## config.mk

```make
export PLATFORM = sky130hd
export DESIGN_NAME = vga_timing_gen_flat
export DESIGN_NICKNAME = d
export VERILOG_FILES = /design/src/rtl/vga_timing_gen_pkg.sv /design/src/rtl/vga_timing_gen_if.sv /design/src/rtl/vga_timing_gen_axis_counter.sv /design/src/rtl/vga_timing_gen.sv /design/src/flat_wrapper.sv
export SDC_FILE = /design/constraint.sdc
export NUM_CORES = 1
export LEC_CHECK = 0
export CAP_MARGIN = 10
export CORE_MARGIN = 2
export CORE_UTILIZATION = 48
export CTS_CLUSTER_DIAMETER = 120
export CTS_CLUSTER_SIZE = 14
export DETAILED_ROUTE_END_ITERATION = 10
export GPL_TIMING_DRIVEN = 1
export PLACE_DENSITY = 0.79
export SLEW_MARGIN = 30
export SYNTH_ARGS = -nofsm -noshare
export SYNTH_HDL_FRONTEND = slang
export SYNTH_SLANG_ARGS = --single-unit
```

## constraint.sdc

```tcl
create_clock -name clk -period 2.1 [get_ports clk]
set_input_delay 0.525 -clock clk [delete_from_list [all_inputs] [get_ports clk]]
set_output_delay 0.525 -clock clk [all_outputs]
set_load 0.01 [all_outputs]
```

## src/rtl/vga_timing_gen_pkg.sv

```systemverilog
// vga_timing_pkg: shared 640x480@60 timing constants, colour constants and
// coordinate/pixel types used by the timing generator and the overlay generators.
package vga_timing_pkg;

  localparam int unsigned CNT_W    = 10;

  localparam int unsigned H_ACTIVE = 640;
  localparam int unsigned H_FP     = 16;
  localparam int unsigned H_SYNC   = 96;
  localparam int unsigned H_BP     = 48;
  localparam int unsigned H_TOTAL  = H_ACTIVE + H_FP + H_SYNC + H_BP;  // 800

  localparam int unsigned V_ACTIVE = 480;
  localparam int unsigned V_FP     = 10;
  localparam int unsigned V_SYNC   = 2;
  localparam int unsigned V_BP     = 33;
  localparam int unsigned V_TOTAL  = V_ACTIVE + V_FP + V_SYNC + V_BP;  // 525

  typedef logic [CNT_W-1:0] coord_t;
  typedef logic [5:0]       rgb_t;   // RRGGBB

  localparam rgb_t COLOR_BLACK = 6'b00_00_00;
  localparam rgb_t COLOR_GOLD  = 6'b11_10_00;
  localparam rgb_t COLOR_RED   = 6'b11_00_00;

  // Unsigned half-open window test: lo <= v < hi.
  function automatic logic in_window(coord_t v, int unsigned lo, int unsigned hi);
    return (32'(v) >= lo) && (32'(v) < hi);
  endfunction

endpackage

```

## src/rtl/vga_timing_gen_if.sv

```systemverilog
// vga_timing_if: pixel-coordinate bus between the timing generator (master)
// and the combinational overlay generators (slave).
//   x, y        current column/row
//   active      inside the visible 640x480 area
//   line_start  first pixel of a line (qualified by the pixel strobe)
//   frame_start first pixel of a frame (qualified by the pixel strobe)
//   rgb_in      merged RRGGBB returned by the generators for the current x/y
interface vga_timing_if import vga_timing_pkg::*; ();

  coord_t x;
  coord_t y;
  logic   active;
  logic   line_start;
  logic   frame_start;
  rgb_t   rgb_in;

  modport master (
    output x, y, active, line_start, frame_start,
    input  rgb_in
  );

  modport slave (
    input  x, y, active, line_start, frame_start,
    output rgb_in
  );

endinterface

```

## src/rtl/vga_timing_gen_axis_counter.sv

```systemverilog
// vga_axis_counter: one raster axis (horizontal or vertical).
// Counts 0..ACTIVE+FP+SYNC+BP-1 on each inc and wraps to 0.
//   clk, rst   clock, asynchronous active-high reset
//   inc        advance strobe
//   cnt        current position
//   wrap       comb: inc while at the last position (the counter returns to 0 next)
//   in_active  comb: cnt inside the visible region
//   in_sync    comb: cnt inside the sync pulse window
module vga_axis_counter import vga_timing_pkg::*; #(
  parameter int unsigned ACTIVE = H_ACTIVE,
  parameter int unsigned FP     = H_FP,
  parameter int unsigned SYNC   = H_SYNC,
  parameter int unsigned BP     = H_BP
) (
  input  logic   clk,
  input  logic   rst,
  input  logic   inc,
  output coord_t cnt,
  output logic   wrap,
  output logic   in_active,
  output logic   in_sync
);

  localparam int unsigned TOTAL   = ACTIVE + FP + SYNC + BP;
  localparam coord_t      LAST    = coord_t'(TOTAL - 1);
  localparam int unsigned SYNC_LO = ACTIVE + FP;
  localparam int unsigned SYNC_HI = ACTIVE + FP + SYNC;

  always_ff @(posedge clk or posedge rst) begin
    if (rst) begin
      cnt <= '0;
    end else if (inc) begin
      cnt <= (cnt == LAST) ? '0 : cnt + 10'd1;
    end
  end

  assign wrap      = inc && (cnt == LAST);
  assign in_active = 32'(cnt) < ACTIVE;
  assign in_sync   = in_window(cnt, SYNC_LO, SYNC_HI);

endmodule

```

## src/rtl/vga_timing_gen.sv

```systemverilog
// vga_timing_gen: VGA raster timing source.
// Walks the H_TOTAL x V_TOTAL raster, publishes x/y/active/line_start/
// frame_start to the overlay generators over the pix bus, and registers
// their rgb_in together with hsync/vsync so sync and colour leave aligned.
//   clk    pixel-domain clock
//   rst    asynchronous, active-high reset
//   en     pixel strobe; all state advances only while en=1
//   pix    vga_timing_if master (x, y, active, line_start, frame_start out; rgb_in in)
//   hsync  registered horizontal sync, asserted level SYNC_POL
//   vsync  registered vertical sync, asserted level SYNC_POL
//   rgb    registered pixel, black outside the active area
module vga_timing_gen #(
  parameter int unsigned H_ACTIVE = vga_timing_pkg::H_ACTIVE,
  parameter int unsigned H_FP     = vga_timing_pkg::H_FP,
  parameter int unsigned H_SYNC   = vga_timing_pkg::H_SYNC,
  parameter int unsigned H_BP     = vga_timing_pkg::H_BP,
  parameter int unsigned V_ACTIVE = vga_timing_pkg::V_ACTIVE,
  parameter int unsigned V_FP     = vga_timing_pkg::V_FP,
  parameter int unsigned V_SYNC   = vga_timing_pkg::V_SYNC,
  parameter int unsigned V_BP     = vga_timing_pkg::V_BP,
  parameter logic        SYNC_POL = 1'b0
) (
  input  logic                clk,
  input  logic                rst,
  input  logic                en,
  vga_timing_if.master        pix,
  output logic                hsync,
  output logic                vsync,
  output vga_timing_pkg::rgb_t rgb
);

  import vga_timing_pkg::*;

  localparam int unsigned LINE_LEN    = H_ACTIVE + H_FP + H_SYNC + H_BP;
  localparam int unsigned FRAME_LINES = V_ACTIVE + V_FP + V_SYNC + V_BP;

  if (LINE_LEN > 1024 || FRAME_LINES > 1024) begin : g_size_check
    $error("vga_timing_gen: H_TOTAL and V_TOTAL must both be <= 1024 for 10-bit counters");
  end

  coord_t h_cnt;
  coord_t v_cnt;
  logic   h_wrap;
  logic   h_act;
  logic   h_sync_win;
  logic   v_act;
  logic   v_sync_win;
  logic   unused_v_wrap;

  vga_axis_counter #(
    .ACTIVE (H_ACTIVE),
    .FP     (H_FP),
    .SYNC   (H_SYNC),
    .BP     (H_BP)
  ) u_h_axis (
    .clk       (clk),
    .rst       (rst),
    .inc       (en),
    .cnt       (h_cnt),
    .wrap      (h_wrap),
    .in_active (h_act),
    .in_sync   (h_sync_win)
  );

  // Vertical axis advances once per line, on the last pixel of the line.
  vga_axis_counter #(
    .ACTIVE (V_ACTIVE),
    .FP     (V_FP),
    .SYNC   (V_SYNC),
    .BP     (V_BP)
  ) u_v_axis (
    .clk       (clk),
    .rst       (rst),
    .inc       (en & h_wrap),
    .cnt       (v_cnt),
    .wrap      (unused_v_wrap),
    .in_active (v_act),
    .in_sync   (v_sync_win)
  );

  assign pix.x           = h_cnt;
  assign pix.y           = v_cnt;
  assign pix.active      = h_act && v_act;
  assign pix.line_start  = en && (h_cnt == '0);
  assign pix.frame_start = en && (h_cnt == '0) && (v_cnt == '0);

  // One pipeline stage: sync decoded from cycle N leaves with the colour for cycle N.
  always_ff @(posedge clk or posedge rst) begin
    if (rst) begin
      hsync <= ~SYNC_POL;
      vsync <= ~SYNC_POL;
      rgb   <= COLOR_BLACK;
    end else if (en) begin
      hsync <= h_sync_win ? SYNC_POL : ~SYNC_POL;
      vsync <= v_sync_win ? SYNC_POL : ~SYNC_POL;
      rgb   <= pix.active ? pix.rgb_in : COLOR_BLACK;
    end
  end

endmodule
```

## src/flat_wrapper.sv

```systemverilog
// flat-port wrapper written by rule: the top's interface ports become plain ports
module vga_timing_gen_flat import vga_timing_pkg::*;
#(
  parameter int unsigned H_ACTIVE = vga_timing_pkg::H_ACTIVE,
  parameter int unsigned H_FP     = vga_timing_pkg::H_FP,
  parameter int unsigned H_SYNC   = vga_timing_pkg::H_SYNC,
  parameter int unsigned H_BP     = vga_timing_pkg::H_BP,
  parameter int unsigned V_ACTIVE = vga_timing_pkg::V_ACTIVE,
  parameter int unsigned V_FP     = vga_timing_pkg::V_FP,
  parameter int unsigned V_SYNC   = vga_timing_pkg::V_SYNC,
  parameter int unsigned V_BP     = vga_timing_pkg::V_BP,
  parameter logic        SYNC_POL = 1'b0
)
  (clk, rst, en, hsync, vsync, rgb, pix_x, pix_y, pix_active, pix_line_start, pix_frame_start, pix_rgb_in);
  vga_timing_if pix_i ();
  input  logic clk;
  input  logic rst;
  input  logic en;
  output logic hsync;
  output logic vsync;
  output vga_timing_pkg::rgb_t rgb;
  output wire logic [$bits(pix_i.x)-1:0] pix_x;
  output wire logic [$bits(pix_i.y)-1:0] pix_y;
  output wire logic [$bits(pix_i.active)-1:0] pix_active;
  output wire logic [$bits(pix_i.line_start)-1:0] pix_line_start;
  output wire logic [$bits(pix_i.frame_start)-1:0] pix_frame_start;
  input wire logic [$bits(pix_i.rgb_in)-1:0] pix_rgb_in;
  assign pix_x = pix_i.x;
  assign pix_y = pix_i.y;
  assign pix_active = pix_i.active;
  assign pix_line_start = pix_i.line_start;
  assign pix_frame_start = pix_i.frame_start;
  assign pix_i.rgb_in = pix_rgb_in;
  vga_timing_gen #(.H_ACTIVE(H_ACTIVE), .H_FP(H_FP), .H_SYNC(H_SYNC), .H_BP(H_BP), .V_ACTIVE(V_ACTIVE), .V_FP(V_FP), .V_SYNC(V_SYNC), .V_BP(V_BP), .SYNC_POL(SYNC_POL)) u_core (.clk(clk), .rst(rst), .en(en), .pix(pix_i), .hsync(hsync), .vsync(vsync), .rgb(rgb));
endmodule
```

==> results of run 1 <==
==> per-stage QoR <==
step / setup TNS [ns] / std cells / total power [uW]
after floorplan: 0 / 168 / 942
after global placement: -4.91 / 273 / 1220
after detailed placement: -5.64 / 273 / 1240
after CTS: -0.239 / 281 / 1630
after global routing: -0.379 / 282 / 1740
final: -0.214 / 282 / 1640
==> path summary, 6_finish.rpt <==
path                                                to  cells after the start                    from
worst max-delay path                   pix_frame_start                      6  u_core.u_h_axis.cnt[1]
worst min-delay path                      u_core.vsync                      2            u_core.vsync
worst max register to register  u_core.u_v_axis.cnt[9]                      5  u_core.u_h_axis.cnt[4]
worst min register to register            u_core.vsync                      2            u_core.vsync
max in group asynchronous                 u_core.hsync                      3                     rst
min in group asynchronous       u_core.u_v_axis.cnt[6]                      3                     rst
==> placed cells by master, fill, tap and decap left out, types with 2 or more instances in the layout <==
cell and instances:
nor2_1 12, buf_4 33, dfrtp_1 26, or4_1 2
a31oi_1 2, and3_1 3, clkdlybuf4s50_1 34, nand4_1 7
inv_1 18, xnor2_1 5, xor2_1 3, ha_1 4
o22ai_1 9, dfstp_2 2, and4_1 4, mux2i_1 2
nor3_1 2, nor4_1 2, o21ai_1 3, nand2_1 16
nand3_1 9, buf_6 2, nand2b_1 3, nor4b_2 2
o21ai_0 6, a21oi_1 8, clkbuf_4 3
==> cell type report <==
type	instances	area [sq um]
Multi-Input combinational cell	115	736
Fill cell	229	772
Inverter	18	67.6
Clock buffer	3	22.5
Sequential cell	28	703
Clock inverter	1	30.0
Timing Repair Buffer	73	642
Tap cell	44	55.1
==> where the power goes <==
group          total [uW]  switching, uW  internal (uW)
registers             664           58.6            605
logic                 607            278            329
clock network         369            176            193
total                1640            512           1130
==> worst reg2reg max path: stages, from the launching register on <==
cell and delay [ns]:
dfrtp_1 0.44, buf_4 0.19, nand4_1 0.14, or4_1 0.58, or4_1 0.49, o21ai_1 0.09
==> sequential cells by signal (all words and copies together) (netlist names) <==
signal / count
u_core.hsync: 1
u_core.u_v_axis.cnt: 10
u_core.vsync: 1
u_core.u_h_axis.cnt: 10
u_core.rgb: 6
==> what timing repair did <==
action / CTS / global route
pin swaps: 1 / 2
gates resized for setup: 13 / 9
buffers inserted: 4 / 1
setup endpoints to repair: 11 / 8
==> cells by family (layout without fill, tap and decap cells) <==
family / Yosys count / in the layout / synth area share [%]
simple gates: 70 / 70 / 25.2
buf+inv: 25 / 95 / 6.82
flops: 28 / 28 / 46.8
xor+xnor: 8 / 8 / 4.66
compound gates: 31 / 31 / 11.9
fa+ha+maj: 4 / 4 / 3.33
mux: 2 / 2 / 1.33
==> routing by layer <==
metal  vias to the layer above  GRT usage [%]  wire length, um
met5                         -              0                0
met4                         0           9.21               53
met3                         6           3.25              162
met2                        46           44.9             2150
met1                       733           29.2             1610
li1                        735              -                -
==> flow_metrics.py, run 1 <==
metrics = {
    "status": {
        "status": "finished with violations",
        "violations": "setup timing",
    },
    "yosys": {
        "ys_seq_area_share_pct": 46.8,
        "synthArstFlopShare_pct": 100,
        "synth_edf_count": 0,
        "ys_ff_latch": 28,
        "postSynthAreaPerCell_sq_um": 8.95,
        "syn_inst": 168,
        "synth.area.top_cells": "dfrtp_1 43%, inv_1 4.5%, nand2_1 4.0%",
        "synth_area_sq_um": 1500,
        "ys_warn_count": 0,
        "synthesis.nets": 181,
        "synth_top_cell_by_area": "dfrtp_1",
        "synth_commonest_cells": "26 x dfrtp_1, 18 x inv_1, 16 x nand2_1, 12 x nor2_1, 10 x nand3_1",
        "yosys_most_used_dff": "dfrtp_1",
        "ys_types": 35,
        "synth_top_area_share_pct": 43.3,
        "yosysMostFrequentCell": "dfrtp_1",
    },
    "clock_network": {
        "postCtsHoldBufs": 0,
        "clkTransAtPathRegs_ns": 0.17,
        "numCtsBuffers": 3,
        "cts_tree": "yes",
        "cts_buffer_depth": 2,
        "clock_sinks": 28,
        "htree_levels": 1,
        "clkLatencyLatePin_ns": 0.34,
        "cts-root-buf": "clkbuf_4",
    },
    "critical_path": {
        "reg2reg_slack_ns": 0.12,
        "start_kind": "flip-flop",
        "worst_ep_arrival_time_ns": 1.70,
        "path_buf_inv": 2,
        "critPathCaptureType": "primary output",
        "critPathTopFamily": "simple AND/OR/NAND/NOR gates",
        "crit_chain": "inv_1 -> ha_1 -> nor4b_4 -> and3_4 -> and4_1 -> buf_2",
        "cp.required_ns": 1.57,
        "slowest_delay_ns": 0.42,
        "setup.worst_path.class": "reg2out",
        "worstPathMaxFanout": 2,
        "slowest_stage": "dfrtp_1",
    },
    "route": {
        "antenna_left": 0,
        "vias": 1520,
        "dr.pass1.iters": 4,
        "via_per_inst": 5.39,
        "drcViolationCount": 0,
        "drtIter0Drc": 82,
        "wire_per_inst_um": 14.1,
        "drt_wl_total_mm": 3.98,
    },
    "die": {
        "die_x_um": 60.0,
        "start_util_pct": 49.7,
        "io_pins": 40,
        "core-area_sq_um": 3030,
        "fp.dieH_um": 60.0,
        "die_area_sq_um": 3600,
        "num_rows": 20,
    },
    "timing": {
        "hold_slack_ns": 0.509,
        "fin_skew_ns": 0.00831,
        "worst_pin_slew_ns": 0.364,
        "finalSetupViolations": 2,
        "fin_ws_ns": -0.122,
        "relSlewSlack_pct": 75.8,
        "fin_crit_sh_pct": 106,
        "hold_viol_final": 0,
        "min_period_ns": 2.22,
        "rsz0062_at_grt": "yes",
        "max_freq_ghz": 0.450,
        "drv_slew": 0,
    },
    "global_routing": {
        "gr-total-overflow": 0,
        "grt_pass1_vias": 1512,
        "grt_start_max_net_pins": 29,
        "track_usage_pct": 24.7,
        "grt_pass1_wl_mm": 6.64,
        "antenna_found_initial": 0,
    },
    "run": {
        "max_cap_violations": 0,
    },
    "hold_path": {
        "hold_path_class": "reg2reg",
    },
    "finish": {
        "drive_gt1_share_pct": 20.2,
        "final_cell_area_sq_um": 2260,
        "nets": 252,
        "area_growth_pct": 50.0,
        "fin_util_pct": 74.5,
        "diodes": 0,
    },
    "pwr": {
        "leakagePower_uw": 0.00100,
        "power_density_nw_per_um2": 727,
        "ir_worst_vdd_mv": 0.594,
    },
    "place": {
        "io_buffer_count": 39,
        "placed_area_sq_um": 2130,
        "place_ws_ns": -0.645,
        "gp_congestion": 0.866,
        "hpwl_mm": 2.98,
    },
}
(Power assumes the default switching activity.)
==> run 2: changes to the inputs <==
--- a/config.mk
+++ b/config.mk
@@ -7,12 +7,12 @@
 export LEC_CHECK = 0
 export CAP_MARGIN = 10
 export CORE_MARGIN = 2
-export CORE_UTILIZATION = 48
+export CORE_UTILIZATION = 50
 export CTS_CLUSTER_DIAMETER = 120
 export CTS_CLUSTER_SIZE = 14
 export DETAILED_ROUTE_END_ITERATION = 10
 export GPL_TIMING_DRIVEN = 1
-export PLACE_DENSITY = 0.79
+export PLACE_DENSITY = 0.82
 export SLEW_MARGIN = 30
 export SYNTH_ARGS = -nofsm -noshare
 export SYNTH_HDL_FRONTEND = slang
==> constraint.sdc (replaced) <==
create_clock -name clk -period 2.88 [get_ports clk]
set_input_delay 0.72 -clock clk [delete_from_list [all_inputs] [get_ports clk]]
set_output_delay 0.72 -clock clk [all_outputs]
set_load 0.01 [all_outputs]
==> flow_metrics.py, run 2 (synthesis results as in run 1) <==
metrics = {
    "timing": {
        "fin_ws_ns": 0.160,
        "min_period_ns": 2.72,
        "drv_slew": 0,
        "worst_pin_slew_ns": 0.642,
        "finalSetupViolations": 0,
        "max_freq_ghz": 0.368,
        "rsz0062_at_grt": "no",
        "hold_viol_final": 0,
        "fin_crit_sh_pct": 94.4,
        "fin_skew_ns": 0.00679,
        "relSlewSlack_pct": 57.1,
        "hold_slack_ns": 0.536,
    },
    "die": {
        "io_pins": 40,
        "start_util_pct": 53.6,
        "num_rows": 19,
        "die_x_um": 58.8,
        "core-area_sq_um": 2810,
        "die_area_sq_um": 3460,
        "fp.dieH_um": 58.8,
    },
    "critical_path": {
        "worstPathMaxFanout": 2,
        "r2r-end": "u_core.u_v_axis.cnt[7]",
        "worst_ep_arrival_time_ns": 2.00,
        "rr_worst_depth": 4,
        "setup.worst_path.class": "in2out",
        "start_kind": "primary input",
        "critPathCaptureType": "primary output",
        "reg2reg_from": "u_core.u_h_axis.cnt[6]",
        "cp.required_ns": 2.16,
        "reg2reg_slack_ns": 0.80,
    },
    "route": {
        "drtIter0Drc": 66,
        "vias": 1428,
        "drcViolationCount": 0,
        "dr.pass1.iters": 5,
        "via_per_inst": 5.85,
        "antenna_left": 0,
        "drt_wl_total_mm": 3.56,
        "wire_per_inst_um": 14.6,
    },
    "place": {
        "hpwl_mm": 2.59,
        "place_ws_ns": -0.217,
        "io_buffer_count": 39,
        "placed_area_sq_um": 1960,
        "gp_congestion": 0.928,
    },
    "finish": {
        "area_growth_pct": 33.1,
        "drive_gt1_share_pct": 7.98,
        "fin_util_pct": 71.4,
        "diodes": 0,
        "reg_top3": "u_core.u_h_axis.cnt (10), u_core.u_v_axis.cnt (10), u_core.rgb (6)",
        "final_cell_mix": "37 x clkdlybuf4s50_1, 26 x dfrtp_1, 18 x inv_1",
        "nets": 227,
        "mostFrequentLayoutCell": "clkdlybuf4s50_1",
        "final_cell_area_sq_um": 2000,
    },
    "clock_network": {
        "numCtsBuffers": 3,
        "clkLatencyLatePin_ns": 0.34,
        "cts-root-buf": "clkbuf_4",
        "cts_tree": "yes",
        "htree_levels": 1,
        "clock_sinks": 28,
        "postCtsHoldBufs": 0,
        "clkTransAtPathRegs_ns": 0.15,
        "cts_buffer_depth": 2,
    },
    "pwr": {
        "pwr-share-seq_pct": 50.4,
        "ir_worst_vdd_mv": 0.512,
        "clkPwrFrac_pct": 19.2,
        "swShare_pct": 32.8,
        "leakagePower_uw": 0.000853,
        "power_density_nw_per_um2": 513,
        "switching_power_uw": 337,
        "pwr-share-comb_pct": 30.4,
        "p_total_uw": 1030,
        "p_int_uw": 690,
    },
    "global_routing": {
        "gr-total-overflow": 0,
        "grt_pass1_vias": 1345,
        "antenna_found_initial": 0,
        "track_usage_pct": 22.0,
        "grt_pass1_wl_mm": 5.85,
        "grt_start_max_net_pins": 23,
    },
    "hold_path": {
        "worstHoldStart": "u_core.vsync",
        "min_to": "u_core.vsync",
        "whs_path_depth": 2,
        "hold_path_class": "reg2reg",
    },
    "run": {
        "max_cap_violations": 0,
    },
    "status": {
        "status": "finished clean",
    },
}
==> run 2: metrics by stage <==
step	TNS (ns)	cells
2_1_floorplan	0	168
3_3_place_gp	-0.298	239
3_5_place_dp	-0.339	239
4_1_cts	0	244
5_1_grt	0	244
6_report	0	244
==> run 2: power groups by stage <==
| stage | Clock [uW] | Combinational, uW | Sequential (uW) |
|---|---|---|---|
| detailed placement | 0 | 313 | 522 |
| finish | 198 | 312 | 517 |
| floorplan | 0 | 163 | 524 |
| global placement | 0 | 305 | 522 |
| CTS | 202 | 316 | 516 |
| global route | 214 | 348 | 530 |
==> run 2: cell type report <==
class                           count  area, sq um
Fill cell                         214          803
Multi-Input combinational cell    115          704
Sequential cell                    28          703
Timing Repair Buffer               48          452
Inverter                           18         67.6
Tap cell                           31         38.8
Clock buffer                        4         36.3
==> run 2: worst max path at each step <==
stage,start,to,cells after the start
6_report,en,pix_frame_start,6
5_1_grt,u_core.u_h_axis.cnt[7],pix_active,4
4_1_cts,en,pix_frame_start,6
3_5_place_dp,en,pix_frame_start,5
3_3_place_gp,en,pix_frame_start,5
2_1_floorplan,en,pix_frame_start,3
==> run 2: per-layer routing <==
layer / up-vias / part of all wire, % / track usage [%]
met5: - / 0 / 0
met4: 0 / 1.8 / 11.4
met3: 6 / 6.2 / 3.08
met2: 67 / 48 / 36.5
met1: 672 / 44 / 27.9
li1: 683 / - / -
==> run 2: critical path, stage by stage <==
cell	delay (ns)
clkdlybuf4s50_1	0.48
nor4b_2	0.17
and3_1	0.20
buf_4	0.11
and4_1	0.19
clkbuf_2	0.13
==> run 2: repair_timing <==
action                                  CTS  global route
setup buffers                             1             0
endpoints found under the setup margin    2             1
cloned                                    0             0
pin swaps                                 1             1
resized for setup                         3             2
